[src/rtl/seg_scan_if.sv]
// Bundle of load-side inputs and display-side outputs for the seven-segment scan block.
interface seg_scan_if;
  logic        load;
  logic [15:0] value;
  logic [3:0]  dp_mask;
  logic        lz_blank_en;
  logic [6:0]  seg;
  logic        seg_dp;
  logic [3:0]  digit_en;
  logic        frame_done;
  logic        update_pending;

  modport master (
    output load, value, dp_mask, lz_blank_en,
    input  seg, seg_dp, digit_en, frame_done, update_pending
  );

  modport slave (
    input  load, value, dp_mask, lz_blank_en,
    output seg, seg_dp, digit_en, frame_done, update_pending
  );
endinterface

[src/rtl/seg_scan_mux.sv]
// Time-multiplexed 4-digit seven-segment driver with frame-aligned shadow update,
// inter-digit blanking, per-digit decimal points and leading-zero blanking.
module seg_scan_mux #(
  parameter int SCAN_DIV  = 16000,
  parameter int BLANK_CYC = 64
) (
  input logic      clk,
  input logic      rst_n,
  seg_scan_if.slave bus
);

  localparam int CNT_W = $clog2(SCAN_DIV);
  localparam logic [CNT_W-1:0] CNT_MAX    = CNT_W'(SCAN_DIV - 1);
  localparam logic [CNT_W-1:0] BLANK_LAST = CNT_W'(BLANK_CYC - 1);

  typedef enum logic {BLANK = 1'b0, DRIVE = 1'b1} state_t;

  state_t           state_p0, state_nxt;
  logic [CNT_W-1:0] cnt_p0;
  logic [1:0]       dig_p0;
  logic [15:0]      shadow_val, disp_val;
  logic [3:0]       shadow_dp, disp_dp;
  logic             pending;

  logic             wrap, boundary, blank_digit;
  logic [3:0]       digit_nib;
  logic [6:0]       seg_nxt;
  logic             dp_nxt;
  logic [3:0]       en_nxt;

  logic [6:0]       seg_p1;
  logic             dp_p1;
  logic [3:0]       en_p1;
  logic             fd_p1;

  function automatic logic [6:0] glyph(input logic [3:0] nib);
    logic [6:0] g;
    case (nib)
      4'h0: g = 7'h3F;
      4'h1: g = 7'h06;
      4'h2: g = 7'h5B;
      4'h3: g = 7'h4F;
      4'h4: g = 7'h66;
      4'h5: g = 7'h6D;
      4'h6: g = 7'h7D;
      4'h7: g = 7'h07;
      4'h8: g = 7'h7F;
      4'h9: g = 7'h67;
      4'hA: g = 7'h77;
      4'hB: g = 7'h7C;
      4'hC: g = 7'h58;
      4'hD: g = 7'h5E;
      4'hE: g = 7'h79;
      4'hF: g = 7'h71;
    endcase
    return g;
  endfunction

  // Stage p0: slot counter, digit index and blank/drive state
  assign wrap     = (cnt_p0 == CNT_MAX);
  assign boundary = wrap && (dig_p0 == 2'd3);

  always_ff @(posedge clk or negedge rst_n) begin
    if (!rst_n) state_p0 <= BLANK;
    else        state_p0 <= state_nxt;
  end

  always_comb begin
    state_nxt   = state_p0;
    seg_nxt     = 7'd0;
    dp_nxt      = 1'b0;
    en_nxt      = 4'd0;
    digit_nib   = disp_val[{dig_p0, 2'b00} +: 4];
    blank_digit = 1'b0;
    case (dig_p0)
      2'd3:    blank_digit = (disp_val[15:12] == 4'd0);
      2'd2:    blank_digit = (disp_val[15:8]  == 8'd0);
      2'd1:    blank_digit = (disp_val[15:4]  == 12'd0);
      default: blank_digit = 1'b0;
    endcase
    case (state_p0)
      BLANK: if (cnt_p0 == BLANK_LAST) state_nxt = DRIVE;
      DRIVE: begin
        if (wrap) state_nxt = BLANK;
        en_nxt  = 4'b0001 << dig_p0;
        dp_nxt  = disp_dp[dig_p0];
        seg_nxt = (bus.lz_blank_en && blank_digit) ? 7'd0 : glyph(digit_nib);
      end
      default: state_nxt = BLANK;
    endcase
  end

  always_ff @(posedge clk or negedge rst_n) begin
    if (!rst_n) begin
      cnt_p0     <= '0;
      dig_p0     <= 2'd0;
      shadow_val <= 16'd0;
      shadow_dp  <= 4'd0;
      disp_val   <= 16'd0;
      disp_dp    <= 4'd0;
      pending    <= 1'b0;
    end else begin
      cnt_p0 <= wrap ? '0 : cnt_p0 + 1'b1;
      if (wrap) dig_p0 <= dig_p0 + 2'd1;
      if (bus.load) begin
        shadow_val <= bus.value;
        shadow_dp  <= bus.dp_mask;
      end
      // Copy sees the pre-load shadow when a load lands on the boundary cycle
      if (boundary && pending) begin
        disp_val <= shadow_val;
        disp_dp  <= shadow_dp;
      end
      if (bus.load)     pending <= 1'b1;
      else if (boundary) pending <= 1'b0;
    end
  end

  // Stage p1: registered display outputs
  always_ff @(posedge clk or negedge rst_n) begin
    if (!rst_n) begin
      seg_p1 <= 7'd0;
      dp_p1  <= 1'b0;
      en_p1  <= 4'd0;
      fd_p1  <= 1'b0;
    end else begin
      seg_p1 <= seg_nxt;
      dp_p1  <= dp_nxt;
      en_p1  <= en_nxt;
      fd_p1  <= boundary;
    end
  end

  assign bus.seg            = seg_p1;
  assign bus.seg_dp         = dp_p1;
  assign bus.digit_en       = en_p1;
  assign bus.frame_done     = fd_p1;
  assign bus.update_pending = pending;

endmodule

[src/flat_wrapper.sv]
// flat-port wrapper written by rule: the top's interface ports become plain ports
module seg_scan_mux_flat 
#(
  parameter int SCAN_DIV  = 16000,
  parameter int BLANK_CYC = 64
)
  (clk, rst_n, bus_load, bus_value, bus_dp_mask, bus_lz_blank_en, bus_seg, bus_seg_dp, bus_digit_en, bus_frame_done, bus_update_pending);
  seg_scan_if bus_i ();
  input logic clk;
  input logic rst_n;
  input wire logic [$bits(bus_i.load)-1:0] bus_load;
  input wire logic [$bits(bus_i.value)-1:0] bus_value;
  input wire logic [$bits(bus_i.dp_mask)-1:0] bus_dp_mask;
  input wire logic [$bits(bus_i.lz_blank_en)-1:0] bus_lz_blank_en;
  output wire logic [$bits(bus_i.seg)-1:0] bus_seg;
  output wire logic [$bits(bus_i.seg_dp)-1:0] bus_seg_dp;
  output wire logic [$bits(bus_i.digit_en)-1:0] bus_digit_en;
  output wire logic [$bits(bus_i.frame_done)-1:0] bus_frame_done;
  output wire logic [$bits(bus_i.update_pending)-1:0] bus_update_pending;
  assign bus_i.load = bus_load;
  assign bus_i.value = bus_value;
  assign bus_i.dp_mask = bus_dp_mask;
  assign bus_i.lz_blank_en = bus_lz_blank_en;
  assign bus_seg = bus_i.seg;
  assign bus_seg_dp = bus_i.seg_dp;
  assign bus_digit_en = bus_i.digit_en;
  assign bus_frame_done = bus_i.frame_done;
  assign bus_update_pending = bus_i.update_pending;
  seg_scan_mux #(.SCAN_DIV(SCAN_DIV), .BLANK_CYC(BLANK_CYC)) u_core (.clk(clk), .rst_n(rst_n), .bus(bus_i));
endmodule
[config.mk]
export PLATFORM = sky130hd
export DESIGN_NAME = seg_scan_mux_flat
export DESIGN_NICKNAME = d
export VERILOG_FILES = /design/src/rtl/seg_scan_if.sv /design/src/rtl/seg_scan_mux.sv /design/src/flat_wrapper.sv
export SDC_FILE = /design/constraint.sdc
export NUM_CORES = 1
export LEC_CHECK = 0
export CORE_ASPECT_RATIO = 0.6
export CORE_MARGIN = 3
export CORE_UTILIZATION = 50
export DETAILED_ROUTE_END_ITERATION = 7
export GPL_TIMING_DRIVEN = 1
export PLACE_DENSITY = 0.75
export SLEW_MARGIN = 20
export SYNTH_ARGS = -nofsm -noshare
export SYNTH_HDL_FRONTEND = slang
export SYNTH_SLANG_ARGS = --single-unit
[constraint.sdc]
create_clock -name clk -period 2.3 [get_ports clk]
set_clock_uncertainty 0.2 [all_clocks]
set_input_delay 0.23 -clock clk [delete_from_list [all_inputs] [get_ports clk]]
set_output_delay 0.23 -clock clk [all_outputs]
set_load 0.01 [all_outputs]
==> reports/results.tsv, run 1 <==
stage	metric	value	unit
synthesis	ys_seq_elements	71	
timing	timing.final.crit_period	2.21	ns
grt	grt_start_max_net_pins	72	
place	place_congestion	0.787	
detailed_routing	drt_iter0_drc	76	
place	pre_cts_slack	0.0557	ns
synthesis	yosysTopAreaCellShare	54.6	%
layout	diodes	0	
hold_path	hold_class	input pin to async pin	
clock_network	cts_root_buf	clkbuf_8	
timing	tns	0	ns
layout	layout_common_cells	70 x dfrtp_1, 36 x clkdlybuf4s50_1, 22 x nor2_1, 21 x mux2_2, 20 x mux2_4	
synthesis	synthMuxAreaShare	21.2	%
timing	worstMarginPinSlew	0.360	ns
timing	fin_crit_sh	96.0	%
floorplan	initial_core_util	52.4	%
power	pwr_density_cell	598	nW/um2
synthesis	syn_area_per_cell	13.5	um2
detailed_routing	dr_total_vias	1909	
grt	grt_overflow_total	0	
floorplan	die_h	68.5	um
detailed_routing	wire_per_inst	14.6	um
place	port_buffers	37	
synthesis	yosys-top-cells-area	dfrtp_1 55%, mux2_4 9.2%, mux2_2 7.3%, ha_1 4.2%, mux4_2 3.5%	
place	dp_hpwl	3960	um
synthesis	synthesis.nets	277	
layout	final_common_cell	dfrtp_1	
synthesis	synth_top_family_by_area	multiplexers	
clock_network	htree_levels	3	
synthesis	synth_edf_count	0	
synthesis	synthFlopType	dfrtp_1	
timing	setup_slack	0.0926	ns
power	p_leak	1.78	nW
detailed_routing	firstDrtPassIters	4	
detailed_routing	antenna_left	0	
detailed_routing	drc	0	
power	vdd_drop_max	0.000461	V
synthesis	async_flop_share	100	%
critical_path	crit_fanout	6	
detailed_routing	routed_via_density	5.05	
layout	layoutNonFillerInstCount	378	
critical_path	worstPathArrival	2.23	ns
synthesis	ys_seq_area_share	54.6	%
synthesis	synth-simple-area-share	10.4	%
detailed_routing	routed_wl	5520	um
place	placedCellCount	362	
clock_network	cts.sinks	71	
floorplan	die_area	7550	um2
clock_network	cts_tree	done	
synthesis	syn_area	3260	um2
status	outcome	completed	
synthesis	synth-xor-area-share	3.23	%
grt	antenna_found_initial	0	
clock_network	path_clk_slew	0.07	ns
clock_network	cts_setup_buffers	0	
grt	grt_pass1_vias	1843	
floorplan	ioPinCount	38	
synthesis	synthAdderAreaFrac	4.23	%
floorplan	rows	22	
timing	finalHoldViolCount	0	
synthesis	netlist_instances	242	
critical_path	endpoint_kind	flip-flop	
grt	grt_usage	16.2	%
run	maxCapViolCount	0	
synthesis	synth_top_cell_by_area	dfrtp_1	
synthesis	synth_warnings	0	
timing	relSlewSlack	76.0	%
timing	max_clock_freq	453	MHz
synthesis	synthDistinctLibCells	38	
layout	fin_nets	325	
timing	setup_viol	0	
layout	area_growth_syn_to_layout	21.1	%
clock_network	numCtsBuffers	9	
grt	grt_pass1_wl	9090	um
synthesis	synth_compound_area_share	3.30	%
clock_network	cts_max_path_buffers	2	
clock_network	clk_latency	0.35	ns
critical_path	crit_type	flip-flop to flip-flop	
layout	drive_gt1_share	25.9	%
floorplan	die_w	110	um
critical_path	cp_data_required_time	2.32	ns
floorplan	core	6220	um2
timing	slew_viol_final	0	
critical_path	critPathLaunchType	flip-flop	
==> path summary, 6_finish.rpt <==
path                                        end        startpoint  slack, ns  depth (start not counted)
max                           u_core.bus.seg[3]  u_core.dig_p0[0]       0.09                          6
max reg2reg                   u_core.bus.seg[3]  u_core.dig_p0[0]       0.09                          6
max in group asynchronous      u_core.dig_p0[0]             rst_n       1.36                          3
min in group clk           u_core.shadow_val[0]      bus_value[0]       0.29                          2
min reg2reg                    u_core.cnt_p0[0]  u_core.cnt_p0[0]       0.29                          1
min                           u_core.disp_dp[2]             rst_n       0.24                          3
==> registers in the layout, summed over array words and instances (netlist names) <==
signal / flops
u_core.bus.update_pending: 1
u_core.bus.seg: 7
u_core.disp_val: 16
u_core.bus.digit_en: 4
u_core.shadow_dp: 4
u_core.bus.seg_dp: 1
u_core.bus.frame_done: 1
u_core.cnt_p0: 14
u_core.shadow_val: 16
u_core.dig_p0: 2
u_core.state_p0: 1
u_core.disp_dp: 4
==> cell usage after synthesis (2+ instances only) <==
cell type	number
ha_1	11
nand2_1	11
dfrtp_1	71
clkbuf_1	3
a21oi_1	5
mux2_4	20
mux4_2	5
xor2_1	7
nor2_1	22
o21ai_0	7
nand4_1	2
nor3_1	4
nand3_1	3
nand3b_1	2
and2_1	5
mux2_2	21
buf_2	3
nor4_1	3
mux2i_1	4
inv_1	9
xnor2_1	5
nand2b_1	2
buf_12	2
==> stage by stage <==
stage | area (um2) | util, % | hold WS (ns) | total power, mW
2_1_floorplan | 3260 | - | -0.266 | 1.36
3_3_place_gp | 3740 | 60.1 | 0.0789 | 1.44
3_5_place_dp | 3740 | 60.1 | 0.0833 | 1.44
4_1_cts | 3940 | 63.3 | 0.251 | 2.39
5_1_grt | 3940 | 63.4 | 0.268 | 2.46
6_report | 3940 | 63.4 | 0.239 | 2.36
==> routing by layer <==
metal	vias up	track usage [%]	wire length, um
met2	41	22.0	2200
li1	936	-	-
met5	-	0	0
met4	0	5.99	66
met1	926	24.2	2960
met3	6	5.30	288
==> critical path, cell delays in order (launching register included) <==
cell	delay [ns]
dfrtp_2	0.42
mux4_2	0.53
inv_1	0.13
ha_2	0.33
mux2_2	0.27
a21oi_1	0.15
nor2_1	0.05
==> timing repair <==
item                                    CTS  global route
resized for setup                         0             3
endpoints found under the setup margin    0             2
hold buffers                              1             0
hold endpoints to repair                 71             0
==> power by group <==
group / leakage (nW) / total, mW / switching, mW / internal (mW)
clock network: 0.0988 / 0.942 / 0.450 / 0.492
logic: 0.760 / 0.113 / 0.0422 / 0.0707
registers: 0.925 / 1.30 / 0.0198 / 1.28
==> area by class of cell <==
| type | count | area (um2) |
|---|---|---|
| Tap cell | 84 | 105 |
| Clock inverter | 6 | 62.6 |
| Inverter | 9 | 33.8 |
| Timing Repair Buffer | 45 | 453 |
| Multi-Input combinational cell | 154 | 1390 |
| Fill cell | 500 | 2280 |
| Sequential cell | 71 | 1780 |
| Clock buffer | 9 | 124 |
==> cells by family after synthesis <==
logic type / Yosys count
xor gates and xnor gates: 12
buffers and inverters: 17
adders and majority gates: 11
DFF: 71
muxes: 50
and+or+nand+nor: 63
AOI/OAI and AO/OA: 18
No activity file was read; power rests on OpenSTA's default activity.
==> run 2, diff against run 1 <==
CORE_ASPECT_RATIO = 0.7   (was 0.6)
==> run 2 against run 1 <==
Effect of this change:
- flip-flop and latch count unchanged
- sequential power about the same
- clock-buffer cell count up 3
- total power up 9.3%
- register-to-register slack about the same
- largest power group unchanged
==> reports/results.tsv, run 2 (synthesis gave the netlist of run 1 again) <==
stage	metric	value	unit	change
detailed_routing	wire_per_inst	15.3	um	was 14.6 um
power	pwr_density_cell	644	nW/um2	was 598 nW/um2
critical_path	critPathLaunchType	flip-flop		unchanged
clock_network	path_clk_slew	0.07	ns	about the same
detailed_routing	dr_total_vias	1968		was 1,909
power	p_leak	1.81	nW	was 1.78 nW
grt	antenna_found_initial	0		unchanged
run	maxCapViolCount	0		unchanged
floorplan	ioPinCount	38		unchanged
detailed_routing	drc	0		unchanged
floorplan	initial_core_util	54.2	%	was 52.4%
power	switching_share	20.2	%	was 21.7%
timing	setup_slack	0.0896	ns	was 0.0926 ns
timing	finalHoldViolCount	0		unchanged
place	place_congestion	0.820		was 0.787
timing	fin_crit_sh	96.1	%	was 96.0%
clock_network	htree_levels	3		unchanged
critical_path	cp_cell_sequence	buf_4 -> buf_4 -> mux4_2 -> mux2_2 -> a21oi_1 -> nor2_1		was mux4_2 -> inv_1 -> ha_2 -> mux2_2 -> a21oi_1 -> nor2_1
detailed_routing	routed_wl	5680	um	was 5520 um
critical_path	cp_common_cell	buf_4		
timing	whs	0.232	ns	was 0.239 ns
layout	top_regs	u_core.disp_val (16), u_core.shadow_val (16), u_core.cnt_p0 (14)		unchanged
critical_path	crit_type	flip-flop to flip-flop		unchanged
critical_path	worstPathArrival	2.23	ns	about the same
layout	drive_gt1_share	26.9	%	was 25.9%
critical_path	endpoint_kind	flip-flop		unchanged
detailed_routing	antenna_left	0		unchanged
power	vdd_drop_max	0.000380	V	was 0.000461 V
critical_path	crit_fanout	13		was 6
detailed_routing	firstDrtPassIters	4		unchanged
power	clkPwrFrac	45.0	%	was 39.9%
critical_path	max_stage_delay	0.66	ns	was 0.53 ns
place	pre_cts_slack	0.110	ns	was 0.0557 ns
power	power_frac_comb	4.4	%	was 4.8%
power	p_switching	0.522	mW	was 0.512 mW
layout	final_area	4000	um2	was 3940 um2
layout	fin_nets	327		was 325
timing	tns	0	ns	unchanged
place	dp_hpwl	3970	um	was 3960 um
place	dpl-instance-area	3730	um2	was 3740 um2
layout	final_util	66.5	%	was 63.4%
layout	layout_common_cells	71 x dfrtp_1, 36 x clkdlybuf4s50_1, 22 x nor2_1, 21 x mux2_2, 20 x mux2_4		was 70 x dfrtp_1, 36 x clkdlybuf4s50_1, 22 x nor2_1, 21 x mux2_2, 20 x mux2_4
layout	final_common_cell	dfrtp_1		unchanged
layout	nFillCells	451		was 500
grt	grt_pass1_vias	2008		was 1,843
grt	grt_pass1_wl	9880	um	was 9090 um
critical_path	crit_path_top_delay_cell	mux4_2		unchanged
place	port_buffers	37		unchanged
power	p_seq_share	50.6	%	was 55.3%
layout	area_growth_syn_to_layout	22.8	%	was 21.1%
power	cellInternalPower	2.06	mW	was 1.85 mW
clock_network	cts_tree	done		unchanged
hold_path	hold_class	input pin to async pin		unchanged
critical_path	cpLargestDelayFamily	multiplexers		unchanged
timing	setup_viol	0		unchanged
floorplan	die_w	102	um	was 110 um
grt	grt_usage	17.4	%	was 16.2%
layout	diodes	0		unchanged
critical_path	cp_data_required_time	2.32	ns	about the same
detailed_routing	routed_via_density	5.29		was 5.05
floorplan	rows	23		was 22
clock_network	numCtsBuffers	9		unchanged
grt	grt_start_max_net_pins	72		unchanged
grt	grt_overflow_total	0		unchanged
clock_network	cts_root_buf	clkbuf_8		unchanged
clock_network	cts.sinks	71		unchanged
critical_path	worst-path-buf-inv	2		was 1
timing	max_clock_freq	452	MHz	was 453 MHz
timing	worstMarginPinSlew	0.462	ns	was 0.360 ns
timing	relSlewSlack	68.9	%	was 76.0%
clock_network	cts_max_path_buffers	2		unchanged
clock_network	clk_latency	0.35	ns	about the same
timing	timing.final.crit_period	2.21	ns	about the same
floorplan	core	6010	um2	was 6220 um2
detailed_routing	drt_iter0_drc	82		was 76
floorplan	die_h	73.5	um	was 68.5 um
floorplan	die_area	7530	um2	was 7550 um2
timing	slew_viol_final	0		unchanged
status	outcome	completed		unchanged
==> run 2: metal layers <==
metal / up-vias / global-route usage, % / routed length (um)
li1: 941 / - / -
met2: 54 / 24.8 / 2510
met5: - / 0 / 0
met4: 0 / 4.80 / 42
met3: 7 / 7.12 / 332
met1: 966 / 24.8 / 2800
==> run 2: area by class of cell <==
class | count | area [um2] | share of cell area (%)
clock buffers | 12 | 165 | 4.13
multi-input cells | 154 | 1390 | 34.6
inverters | 9 | 33.8 | 0.845
clock inverters | 4 | 76.3 | 1.91
flip-flops and latches | 71 | 1780 | 44.4
well taps | 75 | 93.8 | 2.35
repair buffers | 47 | 468 | 11.7
==> run 2: power by group through the flow <==
stage	combinational [mW]	clock [mW]	sequential (mW)
floorplan	0.0432	0	1.32
global placement	0.113	0	1.33
detailed placement	0.117	0	1.33
CTS	0.118	1.19	1.30
global route	0.128	1.25	1.31
finish	0.114	1.16	1.30
==> run 2: worst paths after layout <==
kind	start	end	slack, ns	depth (start not counted)
max	u_core.dig_p0[0]	u_core.bus.seg[3]	0.09	6
min	rst_n	u_core.bus.seg[2]	0.23	3
max reg2reg	u_core.dig_p0[0]	u_core.bus.seg[3]	0.09	6
min reg2reg	u_core.cnt_p0[0]	u_core.cnt_p0[0]	0.30	1
max in group asynchronous	rst_n	u_core.disp_val[15]	1.37	3
min in group clk	bus_value[10]	u_core.shadow_val[10]	0.29	2
==> run 2: worst min-delay path, stage by stage <==
cell	delay (ns)
dlygate4sd3_1	0.52
buf_2	0.12
buf_12	0.32
==> run 2: timing repair <==
| item | CTS | global route |
|---|---|---|
| setup buffers | 0 | 1 |
| setup endpoints to repair | 0 | 1 |
| hold endpoints to repair | 71 | 0 |
| hold buffers | 1 | 0 |
| gates resized for setup | 0 | 4 |
==> run 2: per-stage QoR <==
stage                     total power, mW  cells
after floorplan                      1.36    242
after global placement               1.44    354
after detailed placement             1.45    354
after CTS                            2.61    371
after global routing                 2.68    372
final                                2.58    372
